===== src/rtl/pattern_gen.sv =====
// Programmable stimulus source: replays a pattern memory, counts up from a seed,
// or repeatedly right-shifts a seed, presenting one word per beat on a valid/ready bus.
module pattern_gen #(
  parameter  int WIDTH = 8,
  parameter  int DEPTH = 16,
  parameter  int SHIFT = 2,
  localparam int AW    = $clog2(DEPTH)
) (
  input  logic             clk,
  input  logic             rst_n,
  input  logic [1:0]       mode,
  input  logic [WIDTH-1:0] seed,
  input  logic [15:0]      count,
  input  logic             start,
  input  logic             stop,
  input  logic             wr_en,
  input  logic [AW-1:0]    wr_addr,
  input  logic [WIDTH-1:0] wr_data,
  input  logic             out_ready,
  output logic             out_valid,
  output logic [WIDTH-1:0] number,
  output logic             last,
  output logic             busy,
  output logic             done
);

  typedef enum logic {IDLE, RUN} state_t;

  logic [WIDTH-1:0] mem [DEPTH];
  state_t           state;
  logic [1:0]       mode_q;
  logic [WIDTH-1:0] seed_q;
  logic [15:0]      remain;
  logic             free_q;
  logic             stop_pend;
  logic [AW-1:0]    addr;
  logic [WIDTH-1:0] shifted;
  logic [WIDTH-1:0] next_val;
  logic             accept;
  logic             start_ok;
  logic             final_beat;

  assign accept     = out_valid & out_ready;
  assign start_ok   = (state == IDLE) && start && (mode != 2'b11);
  // The presented beat is final if it is beat N of a counted run or a stop is (or was) seen.
  assign final_beat = last | stop_pend | stop;
  assign shifted    = number >> SHIFT;

  always_comb begin
    next_val = number;
    case (mode_q)
      2'b00:   next_val = mem[addr];
      2'b01:   next_val = number + WIDTH'(1);
      default: next_val = (shifted == '0) ? seed_q : shifted;
    endcase
  end

  // Memory has no reset so patterns survive a mid-run reset.
  always_ff @(posedge clk) begin
    if (wr_en && state == IDLE && !start_ok)
      mem[wr_addr] <= wr_data;
  end

  always_ff @(posedge clk) begin
    if (!rst_n) begin
      state     <= IDLE;
      mode_q    <= 2'b00;
      seed_q    <= '0;
      remain    <= '0;
      free_q    <= 1'b0;
      stop_pend <= 1'b0;
      addr      <= '0;
      out_valid <= 1'b0;
      number    <= '0;
      last      <= 1'b0;
      busy      <= 1'b0;
      done      <= 1'b0;
    end else begin
      done <= 1'b0;
      case (state)
        IDLE: begin
          if (start_ok) begin
            state     <= RUN;
            busy      <= 1'b1;
            out_valid <= 1'b1;
            mode_q    <= mode;
            seed_q    <= seed;
            remain    <= count;
            free_q    <= (count == 16'd0);
            stop_pend <= 1'b0;
            last      <= (count == 16'd1);
            addr      <= AW'(1);
            number    <= (mode == 2'b00) ? mem[0] : seed;
          end
        end
        RUN: begin
          if (accept) begin
            if (final_beat) begin
              state     <= IDLE;
              busy      <= 1'b0;
              out_valid <= 1'b0;
              last      <= 1'b0;
              stop_pend <= 1'b0;
              done      <= 1'b1;
            end else begin
              number <= next_val;
              addr   <= addr + AW'(1);
              if (!free_q) remain <= remain - 16'd1;
              last   <= !free_q && (remain == 16'd2);
            end
          end else if (stop) begin
            stop_pend <= 1'b1;
          end
        end
        default: state <= IDLE;
      endcase
    end
  end

endmodule


===== config.mk =====
export PLATFORM = sky130hd
export DESIGN_NAME = pattern_gen
export DESIGN_NICKNAME = d
export VERILOG_FILES = /design/src/rtl/pattern_gen.sv
export SDC_FILE = /design/constraint.sdc
export NUM_CORES = 1
export LEC_CHECK = 0
export BUFFER_PORTS_ARGS = -buffer_cell sky130_fd_sc_hd__buf_2
export CAP_MARGIN = 20
export CORE_ASPECT_RATIO = 0.5
export CORE_MARGIN = 2
export CORE_UTILIZATION = 65
export DETAILED_ROUTE_END_ITERATION = 8
export PLACE_DENSITY = 0.83
export SYNTH_ARGS = -nofsm -noshare
export SYNTH_HDL_FRONTEND = slang
export SYNTH_SLANG_ARGS = --single-unit

===== constraint.sdc =====
create_clock -name clk -period 5.15 [get_ports clk]
set_input_delay 0.515 -clock clk [delete_from_list [all_inputs] [get_ports clk]]
set_output_delay 0.515 -clock clk [all_outputs]
set_load 0.02 [all_outputs]

==> impl_metrics.yaml, run 1 <==
sta:
  clock_skew_ps: 9.66
  hold_viol: 0
  fin_hold_ws_ps: 347
  max-slew-margin-rel_pct: 28.3
  fin_ws_ps: 2420
  max_freq_mhz: 366
  setup_tns_ps: 0
  grt_setup_unrepaired: "no"
  tightest_slew_ps: 1070
  period_share_pct: 53.0
  slew_viol_final: 0
  min_period_ps: 2730
  setup_viol: 0
worst_setup_path:
  critPathArrivalTime_ps: 2860
  cp-start-kind: "flip-flop"
  cp-startpoint: "state$_SDFF_PN0_"
  critPathRequiredTime_ps: 5280
  path_class: "reg2reg"
  critPathMaxFanout: 33
  r2r-start: "state$_SDFF_PN0_"
  cp-end-kind: "flip-flop"
floorplanning:
  initial_core_util_pct: 66.0
  io-pin-count: 56
  die_area_um2: 12800
  die_w_um: 158
  die_y_um: 81.1
  coreArea_um2: 11700
  rows: 28
finish:
  drive_gt1_share_pct: 17.3
  multi_input_area_um2: 2720
  stdcell_count: 853
  fill_cells: 767
  synthToLayoutAreaGrowth_pct: 12.6
  antenna_cells: 0
  fin_area_um2: 8690
  postLayoutCoreUtil_pct: 74.3
  seqCellArea_um2: 4810
  fin_nets: 723
power_and_ir_drop:
  power_mw: 3.12
  peakVddDrop_v: 0.000240
  p_leak_nw: 2.93
  power.density_nw_per_um2: 358
global_routing:
  grt_pass1_vias: 5330
  antenna_found_initial: 0
  track_usage_pct: 31.5
  grt_pass1_wl_um: 29400
  grt_max_degree: 40
  grt_overflow_total: 0
clocking:
  cts_tree: "yes"
  clk_pin_slew_ps: 60
  cts_buffers: 17
  ctsResizeCount: 0
  clock_latency_ps: 430
  h-tree-depth: 4
  root_buffer: "clkbuf_16"
  cts_setup_buffers: 0
  ctsHoldBuffers: 0
  clk_path_buf_depth: 2
  clock-sinks: 176
placement:
  io_buffers: 55
  placed_cells: 819
  gp_congestion: 0.927
  placed_area_um2: 8090
  hpwl_um: 12200
  pre_cts_slack_ps: 2150
min_path:
  min_path_type: "in2reg"
  hp-start: "seed[7]"
drt:
  wire_per_inst_um: 22.5
  viasPerCell: 6.59
  ant_nets: 0
  vias: 5621
  first_pass_iters: 5
  initialDrtViolationCount: 696
  drcViolationCount: 0
  routed_wl_um: 19200
yosys:
  synth_flop_cell: "edfxtp_1"
  yosysTopAreaCell: "edfxtp_1"
  ys_types: 64
  synth_common_cells: "edfxtp_1 (128), nand2_1 (71), mux2i_1 (54)"
  ys_seq_area_share_pct: 62.2
  synthesis.nets: 676
  syn-cell-area_um2: 7720
  synthArstFlopShare_pct: 0
  synth_cells: 628
  synth-seq-cells: 176
  yosys_warnings: 0
  syn_avg_cell_area_um2: 12.3
  synth.most_common_cell: "edfxtp_1"
  synth_enable_flop_cells: 128
  yosys.area.top_type_share_pct: 49.8
  synth_area_leaders: "edfxtp_1 (50%), dfxtp_1 (12%), mux2i_1 (7.0%), nand2_1 (3.5%), a21oi_1 (2.4%)"
status:
  status: "finished, final reports clean"
flow_run:
  maxCapViolations: 0
==> per-layer routing <==
| layer | track usage, % | share of wire, % |
|---|---|---|
| met5 | 0 | 0 |
| met4 | 12.2 | 2.8 |
| met3 | 8.64 | 12 |
| met2 | 50.5 | 46 |
| met1 | 41.8 | 39 |
==> kinds of logic after synthesis <==
family	count (synthesis)	share of synthesized area [%]
simple gates	208	13.0
flops	176	62.2
compound gates	126	11.2
mux	65	9.63
buf+inv	42	2.50
xor+xnor	7	0.794
fa+ha+maj	4	0.648
==> cells in the final DEF, fill, tap and decap left out, types with 4 or more instances in the layout <==
cell type,synthesis,layout
nor4_1,6,6
mux2i_1,54,54
a21oi_1,37,37
nor2b_1,9,9
nand3_1,21,21
xnor2_1,4,4
mux2_2,4,4
inv_8,0,4
nor3_1,17,17
mux4_2,7,7
o21a_1,9,9
dfxtp_1,48,47
nand2_1,71,71
a22oi_1,19,19
a221oi_1,6,6
nor2_1,40,40
inv_1,6,6
o21ai_0,13,13
a21boi_0,4,4
buf_4,4,7
clkbuf_16,0,17
a211oi_1,4,4
edfxtp_1,128,128
ha_1,4,4
nand4_1,14,14
a22o_1,5,5
or3_1,6,6
buf_2,15,55
==> sequential cells by signal (all words and copies together) (netlist names), 2 cells and up, named ones only <==
register	cells
number	8
seed_q	8
remain	16
mode_q	2
addr	4
mem	128
==> final timing paths <==
path	endpoint	depth (start not counted)	slack (ps)
worst max-delay path	mem[0][0]$_DFFE_PP_	6	2420
worst min-delay path	seed_q[7]$_SDFFE_PN0P_	3	350
worst max register to register	mem[0][0]$_DFFE_PP_	6	2420
worst min register to register	seed_q[7]$_SDFFE_PN0P_	2	470
==> worst max-delay path, cell delays in order (launching register included) <==
cell      delay, ps
dfxtp_1         310
buf_4           240
nor2_1          570
nand2_1         110
or3_1           400
nor3_1          520
clkbuf_2        290
==> power by group <==
| part | switching [mW] | leakage [nW] | total (mW) | internal [mW] |
|---|---|---|---|---|
| Combinational | 0.184 | 1.11 | 0.292 | 0.108 |
| Clock | 0.600 | 0.279 | 1.24 | 0.642 |
| Sequential | 0.0330 | 1.55 | 1.58 | 1.55 |
| Total | 0.818 | 2.93 | 3.12 | 2.30 |
==> layout make-up <==
type	instances	area share (%)
Clock inverter	15	1.68
Inverter	6	0.259
Clock buffer	17	4.89
Tap cell	165	2.38
Sequential cell	176	55.3
Timing Repair Buffer	64	4.15
Multi-Input combinational cell	410	31.3
No activity file was read; power rests on OpenSTA's default activity.
==> run 2: changes to the inputs <==
- CORE_UTILIZATION: 65 -> 54
- PLACE_DENSITY: 0.83 -> 0.73
- clock period: 5.15 -> 2.5 ns (I/O delays scaled with it)
==> impl_metrics.yaml, run 2 (synthesis results as in run 1) <==
global_routing:
  grt_overflow_total: 0
  antenna_found_initial: 0
  grt_pass1_vias: 5289
  grt_max_degree: 23
  track_usage_pct: 26.6
  grt_pass1_wl_um: 30100
clocking:
  ctsResizeCount: 0
  root_buffer: "clkbuf_16"
  clk_path_buf_depth: 2
  ctsHoldBuffers: 0
  h-tree-depth: 4
  clk_pin_slew_ps: 70
  cts_buffers: 17
  clock_latency_ps: 430
  clock-sinks: 176
  cts_tree: "yes"
  cts_setup_buffers: 0
drt:
  routed_wl_um: 19400
  drcViolationCount: 0
  vias: 5569
  viasPerCell: 6.14
  ant_nets: 0
  first_pass_iters: 5
  wire_per_inst_um: 21.3
  initialDrtViolationCount: 742
power_and_ir_drop:
  power.density_nw_per_um2: 736
  p_leak_nw: 3.09
  peakVddDrop_v: 0.000583
min_path:
  hp-start: "seed[5]"
  min_path_type: "in2reg"
  holdPathStages: 3
  holdPathEnd: "seed_q[5]$_SDFFE_PN0P_"
sta:
  period_share_pct: 82.6
  max_freq_mhz: 485
  tightest_slew_ps: 638
  fin_hold_ws_ps: 80.6
  hold_viol: 0
  max-slew-margin-rel_pct: 57.5
  grt_setup_unrepaired: "no"
  setup_tns_ps: 0
  clock_skew_ps: 10.8
  min_period_ps: 2060
  slew_viol_final: 0
  setup_viol: 0
floorplanning:
  rows: 30
  io-pin-count: 56
  die_area_um2: 15300
  initial_core_util_pct: 56.2
  die_w_um: 173
  die_y_um: 88.6
  coreArea_um2: 13700
finish:
  top_regs: "mem (128), remain (16)"
  synthToLayoutAreaGrowth_pct: 15.9
  final_cell_mix: "edfxtp_1 (128), nand2_1 (71), buf_2 (55)"
  seqCellArea_um2: 4810
  regMostFlops: "mem"
  fill_cells: 1044
  multi_input_area_um2: 2720
  drive_gt1_share_pct: 20.6
  antenna_cells: 0
  mostFrequentLayoutCell: "edfxtp_1"
  fin_nets: 750
  largest_reg_flops: 128
worst_setup_path:
  cpMaxStageDelayCell: "or4b_4"
  critPathRequiredTime_ps: 2830
  r2r_cells: 7
  slowest_delay_ps: 520
  r2r-start: "remain[0]$_SDFFE_PN0P_"
  regToRegSetupSlack_ps: 440
  cp-start-kind: "flip-flop"
  timing.rr.end: "remain[8]$_SDFFE_PN0P_"
  cp_top_family: "simple AND/OR/NAND/NOR gates"
  cp-end-kind: "flip-flop"
  cp.buffers_inverters: 1
  path_class: "reg2reg"
  critPathMaxFanout: 6
  critPathArrivalTime_ps: 2390
  path_cells: "inv_1 -> ha_1 -> or4b_4 -> nor2_1 -> nor2_1 -> o21a_1 -> o21a_1"
status:
  status: "finished, final reports clean"
placement:
  gp_congestion: 0.914
  hpwl_um: 13000
  io_buffers: 55
flow_run:
  maxCapViolations: 0
[run 2: changes by cell type in the layout (fill, tap and decap cells not counted)]
cell and change:
buf_4 +29, clkinv_4 -2, buf_16 -1, bufinv_16 +1, clkbuf_2 -1, clkinv_1 -1
clkinv_8 +1, clkinvlp_4 -1, inv_6 +1, inv_8 +1
[run 2: per-layer routing]
metal	wire length (um)	up-vias	global-route usage [%]	share of wire [%]
met5	0	-	0	0
met4	277	0	7.24	1.4
met3	1760	20	6.19	9.1
met2	8660	288	42.4	45
met1	8660	2715	37.4	45
li1	-	2546	-	-
[run 2: power by group]
part / total (mW) / switching (mW) / leakage (nW) / internal [mW]
Sequential: 3.25 / 0.0633 / 1.55 / 3.19
Clock: 2.71 / 1.26 / 0.301 / 1.44
Combinational: 0.627 / 0.393 / 1.24 / 0.235
Total: 6.58 / 1.72 / 3.09 / 4.87
[run 2: through the flow]
| stage | util (%) | setup slack [ps] | cells | total power, mW | cell area (um^2) |
|---|---|---|---|---|---|
| after CTS | 65.1 | 452 | 907 | 6.60 | 8950 |
| after global placement | 60.7 | 509 | 875 | 3.92 | 8340 |
| after global routing | 65.1 | 301 | 907 | 6.81 | 8950 |
| final | 65.1 | 436 | 907 | 6.58 | 8950 |
| after floorplan | - | 442 | 628 | 3.70 | 7720 |
| after detailed placement | 60.7 | 462 | 875 | 3.93 | 8340 |
[run 2: worst max path at each step]
stage,startpoint,to,depth (start not counted)
after floorplan,start,mem[0][0]$_DFFE_PP_,5
after global placement,start,mem[0][4]$_DFFE_PP_,7
after detailed placement,remain[0]$_SDFFE_PN0P_,remain[8]$_SDFFE_PN0P_,7
after CTS,remain[0]$_SDFFE_PN0P_,remain[8]$_SDFFE_PN0P_,7
after global routing,remain[0]$_SDFFE_PN0P_,remain[8]$_SDFFE_PN0P_,7
final,remain[0]$_SDFFE_PN0P_,remain[8]$_SDFFE_PN0P_,7
[run 2: area by class of cell]
class                   instances  area share [%]
multi-input cells             410            30.4
repair buffers                 91            6.10
inverters                       6           0.252
well taps                     192            2.68
clock inverters                15            2.06
flip-flops and latches        176            53.7
clock buffers                  17            4.75
[run 2: tightest hold or removal path: cells and delay by family]
kind,cells,cell delay (ps)
AOI/OAI and AO/OA,1,50
buffers and inverters,1,110
and+or+nand+nor,1,50
